===== src/rtl/mem_wb_skid_reg_if.sv =====
// mem_wb_skid_reg_if: MEM->WB bundle handshake bus around the skid register.
// Upstream side : FlushW, ValidM/ReadyM, AluOutM, ReadDataM, WriteRegM, RegWriteM, MemToRegM
// Downstream side: ValidW/ReadyW, AluOutW, ReadDataW, WriteRegW, RegWriteW, MemToRegW, ResultW, CountW
// master drives the bundle and ReadyW; slave is the skid register itself.
interface mem_wb_skid_reg_if #(
   parameter int WIDTH  = 32,
   parameter int REG_AW = 5
);
   logic              MWBSKID_FlushW;
   logic              MWBSKID_ValidM;
   logic              MWBSKID_ReadyM;
   logic [WIDTH-1:0]  MWBSKID_AluOutM;
   logic [WIDTH-1:0]  MWBSKID_ReadDataM;
   logic [REG_AW-1:0] MWBSKID_WriteRegM;
   logic              MWBSKID_RegWriteM;
   logic              MWBSKID_MemToRegM;
   logic              MWBSKID_ValidW;
   logic              MWBSKID_ReadyW;
   logic [WIDTH-1:0]  MWBSKID_AluOutW;
   logic [WIDTH-1:0]  MWBSKID_ReadDataW;
   logic [REG_AW-1:0] MWBSKID_WriteRegW;
   logic              MWBSKID_RegWriteW;
   logic              MWBSKID_MemToRegW;
   logic [WIDTH-1:0]  MWBSKID_ResultW;
   logic [1:0]        MWBSKID_CountW;
   modport master (
      output MWBSKID_FlushW, MWBSKID_ValidM, MWBSKID_AluOutM, MWBSKID_ReadDataM,
             MWBSKID_WriteRegM, MWBSKID_RegWriteM, MWBSKID_MemToRegM, MWBSKID_ReadyW,
      input  MWBSKID_ReadyM, MWBSKID_ValidW, MWBSKID_AluOutW, MWBSKID_ReadDataW,
             MWBSKID_WriteRegW, MWBSKID_RegWriteW, MWBSKID_MemToRegW, MWBSKID_ResultW,
             MWBSKID_CountW
   );
   modport slave (
      input  MWBSKID_FlushW, MWBSKID_ValidM, MWBSKID_AluOutM, MWBSKID_ReadDataM,
             MWBSKID_WriteRegM, MWBSKID_RegWriteM, MWBSKID_MemToRegM, MWBSKID_ReadyW,
      output MWBSKID_ReadyM, MWBSKID_ValidW, MWBSKID_AluOutW, MWBSKID_ReadDataW,
             MWBSKID_WriteRegW, MWBSKID_RegWriteW, MWBSKID_MemToRegW, MWBSKID_ResultW,
             MWBSKID_CountW
   );
endinterface


===== src/rtl/mem_wb_skid_reg.sv =====
// mem_wb_skid_reg: 2-entry skid buffer carrying the MEM result bundle into write-back.
// MWBSKID_CLK : rising-edge clock
// MWBSKID_RST : asynchronous active-low reset
// bus         : slave side of mem_wb_skid_reg_if (M-side bundle in, W-side head entry out)
module mem_wb_skid_reg #(
   parameter int WIDTH  = 32,
   parameter int REG_AW = 5
) (
   input logic              MWBSKID_CLK,
   input logic              MWBSKID_RST,
   mem_wb_skid_reg_if.slave bus
);
   typedef enum logic [1:0] {EMPTY, ONE, TWO} state_t;
   typedef struct packed {
      logic [WIDTH-1:0]  alu;
      logic [WIDTH-1:0]  rd;
      logic [REG_AW-1:0] wr;
      logic              rw;
      logic              m2r;
   } bundle_t;
   state_t  state_q, state_d;
   bundle_t m_b, head_q, skid_q;
   logic    ready_q, in_hs, out_hs, ld_head_m, ld_head_skid, ld_skid;
   assign m_b    = {bus.MWBSKID_AluOutM, bus.MWBSKID_ReadDataM, bus.MWBSKID_WriteRegM,
                    bus.MWBSKID_RegWriteM, bus.MWBSKID_MemToRegM};
   assign in_hs  = bus.MWBSKID_ValidM & ready_q;
   assign out_hs = bus.MWBSKID_ValidW & bus.MWBSKID_ReadyW;
   always_comb begin
      state_d      = state_q;
      ld_head_m    = 1'b0;
      ld_head_skid = 1'b0;
      ld_skid      = 1'b0;
      case (state_q)
         EMPTY: if (in_hs) begin
            state_d   = ONE;
            ld_head_m = 1'b1;
         end
         ONE: begin
            state_d   = (in_hs & out_hs) ? ONE : out_hs ? EMPTY : in_hs ? TWO : ONE;
            ld_head_m = in_hs & out_hs;
            ld_skid   = in_hs & ~out_hs;
         end
         TWO: if (out_hs) begin
            state_d      = ONE;
            ld_head_skid = 1'b1;
         end
         default: state_d = EMPTY;
      endcase
      // Flush wins over any handshake; data registers are left untouched.
      if (bus.MWBSKID_FlushW) begin
         state_d      = EMPTY;
         ld_head_m    = 1'b0;
         ld_head_skid = 1'b0;
         ld_skid      = 1'b0;
      end
   end
   always_ff @(posedge MWBSKID_CLK or negedge MWBSKID_RST) begin
      if (!MWBSKID_RST) begin
         state_q <= EMPTY;
         ready_q <= 1'b1;
         head_q  <= '0;
         skid_q  <= '0;
      end else begin
         state_q <= state_d;
         // Registered ready: looks ahead at the next state so upstream never sees ReadyW combinationally.
         ready_q <= (state_d != TWO);
         if (ld_head_m) head_q <= m_b;
         else if (ld_head_skid) head_q <= skid_q;
         if (ld_skid) skid_q <= m_b;
      end
   end
   assign bus.MWBSKID_ReadyM    = ready_q;
   assign bus.MWBSKID_ValidW    = (state_q != EMPTY);
   assign bus.MWBSKID_AluOutW   = head_q.alu;
   assign bus.MWBSKID_ReadDataW = head_q.rd;
   assign bus.MWBSKID_WriteRegW = head_q.wr;
   assign bus.MWBSKID_RegWriteW = head_q.rw & (state_q != EMPTY);
   assign bus.MWBSKID_MemToRegW = head_q.m2r;
   assign bus.MWBSKID_ResultW   = head_q.m2r ? head_q.rd : head_q.alu;
   assign bus.MWBSKID_CountW    = (state_q == TWO) ? 2'd2 : (state_q == ONE) ? 2'd1 : 2'd0;
endmodule


===== src/flat_wrapper.sv =====
// flat-port wrapper written by rule: the top's interface ports become plain ports
module mem_wb_skid_reg_flat 
#(
   parameter int WIDTH  = 32,
   parameter int REG_AW = 5
)
  (MWBSKID_CLK, MWBSKID_RST, bus_MWBSKID_FlushW, bus_MWBSKID_ValidM, bus_MWBSKID_AluOutM, bus_MWBSKID_ReadDataM, bus_MWBSKID_WriteRegM, bus_MWBSKID_RegWriteM, bus_MWBSKID_MemToRegM, bus_MWBSKID_ReadyW, bus_MWBSKID_ReadyM, bus_MWBSKID_ValidW, bus_MWBSKID_AluOutW, bus_MWBSKID_ReadDataW, bus_MWBSKID_WriteRegW, bus_MWBSKID_RegWriteW, bus_MWBSKID_MemToRegW, bus_MWBSKID_ResultW, bus_MWBSKID_CountW);
  mem_wb_skid_reg_if #(.WIDTH(WIDTH), .REG_AW(REG_AW)) bus_i ();
  input logic MWBSKID_CLK;
  input logic MWBSKID_RST;
  input wire logic [$bits(bus_i.MWBSKID_FlushW)-1:0] bus_MWBSKID_FlushW;
  input wire logic [$bits(bus_i.MWBSKID_ValidM)-1:0] bus_MWBSKID_ValidM;
  input wire logic [$bits(bus_i.MWBSKID_AluOutM)-1:0] bus_MWBSKID_AluOutM;
  input wire logic [$bits(bus_i.MWBSKID_ReadDataM)-1:0] bus_MWBSKID_ReadDataM;
  input wire logic [$bits(bus_i.MWBSKID_WriteRegM)-1:0] bus_MWBSKID_WriteRegM;
  input wire logic [$bits(bus_i.MWBSKID_RegWriteM)-1:0] bus_MWBSKID_RegWriteM;
  input wire logic [$bits(bus_i.MWBSKID_MemToRegM)-1:0] bus_MWBSKID_MemToRegM;
  input wire logic [$bits(bus_i.MWBSKID_ReadyW)-1:0] bus_MWBSKID_ReadyW;
  output wire logic [$bits(bus_i.MWBSKID_ReadyM)-1:0] bus_MWBSKID_ReadyM;
  output wire logic [$bits(bus_i.MWBSKID_ValidW)-1:0] bus_MWBSKID_ValidW;
  output wire logic [$bits(bus_i.MWBSKID_AluOutW)-1:0] bus_MWBSKID_AluOutW;
  output wire logic [$bits(bus_i.MWBSKID_ReadDataW)-1:0] bus_MWBSKID_ReadDataW;
  output wire logic [$bits(bus_i.MWBSKID_WriteRegW)-1:0] bus_MWBSKID_WriteRegW;
  output wire logic [$bits(bus_i.MWBSKID_RegWriteW)-1:0] bus_MWBSKID_RegWriteW;
  output wire logic [$bits(bus_i.MWBSKID_MemToRegW)-1:0] bus_MWBSKID_MemToRegW;
  output wire logic [$bits(bus_i.MWBSKID_ResultW)-1:0] bus_MWBSKID_ResultW;
  output wire logic [$bits(bus_i.MWBSKID_CountW)-1:0] bus_MWBSKID_CountW;
  assign bus_i.MWBSKID_FlushW = bus_MWBSKID_FlushW;
  assign bus_i.MWBSKID_ValidM = bus_MWBSKID_ValidM;
  assign bus_i.MWBSKID_AluOutM = bus_MWBSKID_AluOutM;
  assign bus_i.MWBSKID_ReadDataM = bus_MWBSKID_ReadDataM;
  assign bus_i.MWBSKID_WriteRegM = bus_MWBSKID_WriteRegM;
  assign bus_i.MWBSKID_RegWriteM = bus_MWBSKID_RegWriteM;
  assign bus_i.MWBSKID_MemToRegM = bus_MWBSKID_MemToRegM;
  assign bus_i.MWBSKID_ReadyW = bus_MWBSKID_ReadyW;
  assign bus_MWBSKID_ReadyM = bus_i.MWBSKID_ReadyM;
  assign bus_MWBSKID_ValidW = bus_i.MWBSKID_ValidW;
  assign bus_MWBSKID_AluOutW = bus_i.MWBSKID_AluOutW;
  assign bus_MWBSKID_ReadDataW = bus_i.MWBSKID_ReadDataW;
  assign bus_MWBSKID_WriteRegW = bus_i.MWBSKID_WriteRegW;
  assign bus_MWBSKID_RegWriteW = bus_i.MWBSKID_RegWriteW;
  assign bus_MWBSKID_MemToRegW = bus_i.MWBSKID_MemToRegW;
  assign bus_MWBSKID_ResultW = bus_i.MWBSKID_ResultW;
  assign bus_MWBSKID_CountW = bus_i.MWBSKID_CountW;
  mem_wb_skid_reg #(.WIDTH(WIDTH), .REG_AW(REG_AW)) u_core (.MWBSKID_CLK(MWBSKID_CLK), .MWBSKID_RST(MWBSKID_RST), .bus(bus_i));
endmodule

===== config.mk =====
export PLATFORM = sky130hd
export DESIGN_NAME = mem_wb_skid_reg_flat
export DESIGN_NICKNAME = d
export VERILOG_FILES = /design/src/rtl/mem_wb_skid_reg_if.sv /design/src/rtl/mem_wb_skid_reg.sv /design/src/flat_wrapper.sv
export SDC_FILE = /design/constraint.sdc
export NUM_CORES = 1
export LEC_CHECK = 0
export ABC_AREA = 1
export BUFFER_PORTS_ARGS = -buffer_cell sky130_fd_sc_hd__buf_4
export CORE_UTILIZATION = 53
export CTS_BUF_LIST = sky130_fd_sc_hd__clkbuf_2
export DETAILED_ROUTE_END_ITERATION = 10
export PLACE_DENSITY = 0.79
export SLEW_MARGIN = 20
export SYNTH_ARGS = -nofsm -noshare
export SYNTH_HDL_FRONTEND = slang
export SYNTH_SLANG_ARGS = --single-unit
export TNS_END_PERCENT = 10

===== constraint.sdc =====
create_clock -name MWBSKID_CLK -period 2 [get_ports MWBSKID_CLK]
set_input_delay 0.4 -clock MWBSKID_CLK [delete_from_list [all_inputs] [get_ports MWBSKID_CLK]]
set_output_delay 0.4 -clock MWBSKID_CLK [all_outputs]
set_load 0.02 [all_outputs]

==> results of run 1 <==
power groups by stage:
stage	Clock [mW]	Sequential, mW	Combinational (mW)
2_1_floorplan	0	4.07	2.74
3_3_place_gp	0	4.24	3.47
3_5_place_dp	0	4.26	3.56
4_1_cts	2.21	4.20	3.75
5_1_grt	2.33	4.31	4.52
6_report	2.17	4.23	4.17
routing by layer:
| layer | vias to the layer above | part of all wire [%] |
|---|---|---|
| met5 | - | 0 |
| met4 | 0 | 2.3 |
| met3 | 50 | 6.6 |
| met2 | 281 | 51 |
| met1 | 3323 | 41 |
| li1 | 3339 | - |
state kept, by name, summed over array words and instances, names as in the netlist:
name / count
u_core.state_q: 2
u_core.bus.MWBSKID_ReadyM: 1
u_core.bus.MWBSKID_ReadDataW: 32
u_core.head_q: 1
u_core.skid_q: 71
u_core.bus.MWBSKID_MemToRegW: 1
u_core.bus.MWBSKID_AluOutW: 32
u_core.bus.MWBSKID_WriteRegW: 5
metrics by stage:
step | utilization (%) | cell area (um2) | power, mW | std cells | TNS [ns]
final | 72.0 | 10100 | 10.6 | 1335 | -9.38
after global routing | 72.0 | 10100 | 11.2 | 1335 | -14.04
after CTS | 70.1 | 9850 | 10.2 | 1328 | -11.32
after detailed placement | 62.1 | 8720 | 7.82 | 1219 | 0
after global placement | 62.1 | 8720 | 7.71 | 1219 | 0
after floorplan | - | 7700 | 6.82 | 972 | 0
what timing repair did:
item                       4_1_cts  5_1_grt
setup endpoints to repair       34       37
hold endpoints to repair       289        0
gates cloned                     0        4
resized for setup                8       39
hold buffers                    76        0
buffers inserted                 1        2
worst paths after layout:
path / from / to / slack (ns) / cells after the start
worst max-delay path: u_core.bus.MWBSKID_MemToRegW / bus_MWBSKID_ResultW[0] / -0.31 / 4
worst min register to register: u_core.skid_q[21] / u_core.skid_q[21] / 0.51 / 2
max in group asynchronous: MWBSKID_RST / u_core.skid_q[18] / 1.21 / 3
worst min-delay path: MWBSKID_RST / u_core.bus.MWBSKID_ReadDataW[19] / 0.12 / 2
min in group MWBSKID_CLK: bus_MWBSKID_ValidM / u_core.state_q[0] / 0.14 / 6
worst max register to register: u_core.bus.MWBSKID_ReadyM / u_core.skid_q[4] / 0.05 / 6
layout make-up:
| cell class | instances | share of cell area (%) |
|---|---|---|
| diodes | 1 | 0.0248 |
| inverters | 146 | 5.42 |
| repair buffers | 282 | 26.1 |
| clock buffers | 17 | 0.842 |
| flip-flops and latches | 145 | 35.9 |
| multi-input cells | 549 | 27.1 |
| clock inverters | 15 | 2.38 |
| well taps | 180 | 2.23 |
logic make-up (layout without fill, tap and decap cells):
logic type,after synthesis,in the layout,share of synthesized area [%]
AOI/OAI and AO/OA,71,71,4.68
buffers and inverters,278,460,17.9
DFF,145,145,47.1
muxes,32,32,4.68
other,0,1,0
and+or+nand+nor,446,446,25.7
critical path, cell delays in order (launching register included):
cell     delay [ns]
dfrtp_2        0.47
buf_6          0.15
buf_8          0.14
mux2_4         0.31
buf_6          0.13
Yosys cell counts, types with 2 or more instances:
| master | count | area (um2) |
|---|---|---|
| nor2_2 | 3 | 18.8 |
| inv_1 | 145 | 544 |
| o21ai_1 | 2 | 10.0 |
| buf_6 | 3 | 33.8 |
| buf_4 | 71 | 533 |
| nand2_1 | 217 | 815 |
| mux2_2 | 32 | 360 |
| buf_1 | 5 | 18.8 |
| nand3_1 | 219 | 1100 |
| o21ai_0 | 67 | 335 |
| clkbuf_1 | 18 | 67.6 |
| nor2_1 | 2 | 7.51 |
| buf_2 | 35 | 175 |
| dfrtp_1 | 144 | 3600 |
| nand2_2 | 3 | 18.8 |
==> impl_metrics.py, run 1 <==
metrics = {
    "run_status": {
        "status": "finished with violations",
        "violations": "negative setup slack",
    },
    "sta": {
        "hold_violations": 0,
        "rsz0062_at_grt": "true",
        "clock-skew-final_ns": 0.0333,
        "setup_viol": 33,
        "fin_ws_ns": -0.314,
        "post-route-min-period_ns": 2.31,
        "slew_viol_final": 0,
        "max_freq_mhz": 432,
        "relSlewSlack_pct": 64.0,
        "worst_slew_pin_slew_ns": 0.539,
        "worst_hold_slack_ns": 0.118,
        "period_share_pct": 116,
    },
    "route": {
        "vias": 6993,
        "ant_nets": 0,
        "drt_iter0_markers": 674,
        "avgViaCountPerCell": 5.24,
        "wirelength_um": 20800,
        "drt_pre_antenna_iters": 5,
        "wire_per_inst_um": 15.6,
        "drc": 0,
    },
    "die": {
        "rows": 43,
        "fp.coreArea_um2": 14000,
        "num_io_pins": 183,
        "dieArea_um2": 15000,
        "initial_core_util_pct": 54.9,
        "fp.dieH_um": 123,
        "die_x_um": 123,
    },
    "global_route": {
        "grt_use_met2_pct": 45.5,
        "antenna_found_initial": 1,
        "grt_pass1_vias": 6645,
        "grt_pass1_wl_um": 32000,
        "gr-usage-met3_pct": 5.67,
        "grt_util_met1_pct": 35.3,
        "grt_max_degree": 71,
        "grt.busiest_layer": "met2",
        "grt_use_total_pct": 27.4,
        "grt_overflow_total": 0,
    },
    "yosys": {
        "syn_nets": 1048,
        "synth.avg_cell_area_um2": 7.93,
        "ys_seq_area_share_pct": 47.1,
        "synth_top_flop_cell": "dfrtp_1",
        "synth_edf_count": 0,
        "synth_area_um2": 7700,
        "yosysWarnings": 0,
        "syn_inst": 972,
        "async_reset_ff_share_pct": 100,
        "yosys.cell_types.count": 21,
        "synth_seq_cells": 145,
    },
    "critical_path": {
        "worstPathMaxFanout": 5,
        "setup.worst_path.class": "register to output port",
        "cp.required_ns": 1.60,
        "cp.arrival_ns": 1.91,
        "cp-end-kind": "output port",
        "crit_path_start_kind": "register",
    },
    "clocking": {
        "cts_buffers": 17,
        "htree_levels": 4,
        "cts_root_buffer": "clkbuf_2",
        "cts.sinks": 145,
        "clk_latency_ns": 0.72,
        "cts.path.max_buffers": 2,
        "tritoncts": "built",
        "cts.clk_slew.worst_paths_ns": 0.22,
    },
    "power_and_ir_drop": {
        "p_leak_nw": 5.57,
        "p_clk_share_pct": 20.5,
        "p_switching_mw": 3.81,
        "p_per_area_nw_per_um2": 1050,
        "power.share.switching_pct": 36.1,
        "ir_drop_v": 0.000697,
        "intPower_mw": 6.75,
        "p_seq_share_pct": 40.0,
        "power_frac_comb_pct": 39.5,
    },
    "finish": {
        "area_delta_synth_final_pct": 31.2,
        "nFillCells": 1017,
        "final_cell_mix": "nand3_1 (219), nand2_1 (217), buf_4 (156)",
        "nNetsFinal": 1217,
        "seq_area_um2": 3630,
        "drive_gt1_share_pct": 24.3,
        "final_common_cell": "nand3_1",
        "multi_input_area_um2": 2740,
    },
    "placement": {
        "finalWeightedCongestion": 0.786,
        "dp_slack_ns": 0.292,
        "dp_hpwl_um": 11200,
        "numPortBuffers": 182,
    },
    "job": {
        "maxCapViolations": 0,
    },
    "worst_hold_path": {
        "hp-class": "input pin to async pin",
    },
}
No activity file was read; power rests on OpenSTA's default activity.
==> run 2: changes to the inputs <==
Settings changed: MAX_ROUTING_LAYER from default to met4.
==> impl_metrics.py, run 2 (synthesized netlist as in run 1, its figures left out) <==
metrics = {
    "run_status": {
        "status": "finished with violations",
        "violations": "negative setup slack",
    },
    "finish": {
        "drive_gt1_share_pct": 24.3,
        "nFillCells": 1017,
        "final_common_cell": "nand3_1",
        "final_cell_mix": "nand3_1 (219), nand2_1 (217), buf_4 (156)",
        "area_delta_synth_final_pct": 31.2,
        "nNetsFinal": 1217,
        "fin_cells": 1335,
        "top_register": "u_core.skid_q",
        "largest_reg_flops": 71,
    },
    "sta": {
        "post-route-min-period_ns": 2.32,
        "setup_viol": 33,
        "clock-skew-final_ns": 0.0345,
        "period_share_pct": 116,
        "slew_viol_final": 0,
        "hold_violations": 0,
        "relSlewSlack_pct": 63.6,
        "worst_slew_pin_slew_ns": 0.546,
        "rsz0062_at_grt": "true",
        "fin_ws_ns": -0.325,
        "max_freq_mhz": 430,
    },
    "die": {
        "die_x_um": 123,
        "fp.dieH_um": 123,
        "num_io_pins": 183,
        "dieArea_um2": 15000,
        "fp.coreArea_um2": 14000,
        "initial_core_util_pct": 54.9,
        "rows": 43,
    },
    "power_and_ir_drop": {
        "p_switching_mw": 3.81,
        "p_seq_share_pct": 40.0,
        "power_frac_comb_pct": 39.5,
        "p_clk_share_pct": 20.5,
        "power.share.switching_pct": 36.1,
        "p_per_area_nw_per_um2": 1050,
        "intPower_mw": 6.75,
        "ir_drop_v": 0.000692,
        "p_leak_nw": 5.57,
    },
    "critical_path": {
        "crit_buf_inv": 3,
        "cp.arrival_ns": 1.92,
        "cp-end-kind": "output port",
        "worstPathMaxFanout": 5,
        "cp.required_ns": 1.60,
        "cp_slowest_stage_delay_ns": 0.47,
        "setup.worst_path.class": "register to output port",
        "cp_top_family": "flip-flops",
        "crit_path_start_kind": "register",
        "path_cells": "buf_6 -> buf_8 -> mux2_4 -> buf_6",
        "cp_slowest_cell": "dfrtp_2",
        "crit_top_cell": "buf_6",
    },
    "placement": {
        "finalWeightedCongestion": 0.797,
        "numPortBuffers": 182,
        "dp.cells": 1219,
        "dp_hpwl_um": 11200,
        "dp_slack_ns": 0.292,
    },
    "route": {
        "avgViaCountPerCell": 5.27,
        "wire_per_inst_um": 15.6,
        "drc": 0,
        "wirelength_um": 20800,
        "vias": 7030,
        "drt_pre_antenna_iters": 5,
        "ant_nets": 0,
        "drt_iter0_markers": 717,
    },
    "worst_hold_path": {
        "hp-class": "input pin to async pin",
    },
    "global_route": {
        "grt_overflow_total": 0,
        "grt.busiest_layer": "met2",
        "grt_pass1_vias": 6643,
        "antenna_found_initial": 1,
        "gr-usage-met3_pct": 5.39,
        "grt_use_met2_pct": 45.7,
        "grt_use_total_pct": 28.3,
        "grt_max_degree": 71,
        "grt_pass1_wl_um": 32100,
        "grt_util_met1_pct": 35.4,
    },
    "clocking": {
        "cts.clk_slew.worst_paths_ns": 0.23,
        "htree_levels": 4,
        "cts.path.max_buffers": 2,
        "cts_buffers": 17,
        "tritoncts": "built",
        "cts.sinks": 145,
        "cts_root_buffer": "clkbuf_2",
        "clk_latency_ns": 0.74,
    },
    "job": {
        "maxCapViolations": 0,
    },
}
-- run 2: power groups by stage --
stage	clock, mW	sequential, mW	combinational [mW]
after floorplan	0	4.07	2.74
after global placement	0	4.24	3.47
after detailed placement	0	4.26	3.56
after CTS	2.21	4.20	3.75
after global routing	2.33	4.31	4.52
final	2.17	4.23	4.17
-- run 2: through the flow --
| step | cell area [um2] | power (mW) | TNS, ns | utilization (%) | hold slack [ns] |
|---|---|---|---|---|---|
| finish | 10100 | 10.6 | -9.77 | 72.0 | 0.103 |
| global route | 10100 | 11.2 | -14.04 | 72.0 | 0.0821 |
| CTS | 9850 | 10.2 | -11.32 | 70.1 | 0.0497 |
| detailed placement | 8720 | 7.82 | 0 | 62.1 | 0.354 |
| global placement | 8720 | 7.71 | 0 | 62.1 | 0.355 |
| floorplan | 7700 | 6.82 | 0 | - | 0.104 |
-- run 2: worst reg2reg max path, delay by kind of cell, from the launching register on --
| kind | cells | cell delay (ns) |
|---|---|---|
| AND/OR/NAND/NOR | 4 | 0.49 |
| buffers and inverters | 2 | 0.83 |
| flip-flops | 1 | 0.58 |
-- run 2: what timing repair did --
action,CTS,global route
hold buffers,76,0
setup buffers,1,2
setup endpoints to repair,34,37
gates resized for setup,8,39
gates cloned,0,4
endpoints found under the hold margin,289,0
-- run 2: layout make-up --
type	count	area [um2]	share of cell area (%)
flip-flops and latches	145	3630	35.9
repair buffers	282	2640	26.1
clock inverters	15	240	2.38
multi-input cells	549	2740	27.1
clock buffers	17	85.1	0.842
well taps	180	225	2.23
inverters	146	548	5.42
diodes	1	2.50	0.0248
-- run 2: per-layer routing --
| metal | part of all wire, % | vias up |
|---|---|---|
| li1 | - | 3336 |
| met1 | 40 | 3335 |
| met2 | 50 | 310 |
| met3 | 7.3 | 49 |
| met4 | 2.3 | 0 |
| met5 | 0 | - |
-- run 2: worst paths after layout --
check,slack [ns],end,depth (start not counted),from
max,-0.32,bus_MWBSKID_ResultW[0],4,u_core.bus.MWBSKID_MemToRegW
min in group MWBSKID_CLK,0.13,u_core.state_q[0],6,bus_MWBSKID_ValidM
max reg2reg,0.07,u_core.skid_q[4],6,u_core.bus.MWBSKID_ReadyM
max in group asynchronous,1.22,u_core.skid_q[18],3,MWBSKID_RST
min reg2reg,0.51,u_core.skid_q[21],2,u_core.skid_q[21]
min,0.10,u_core.bus.MWBSKID_ReadDataW[19],2,MWBSKID_RST
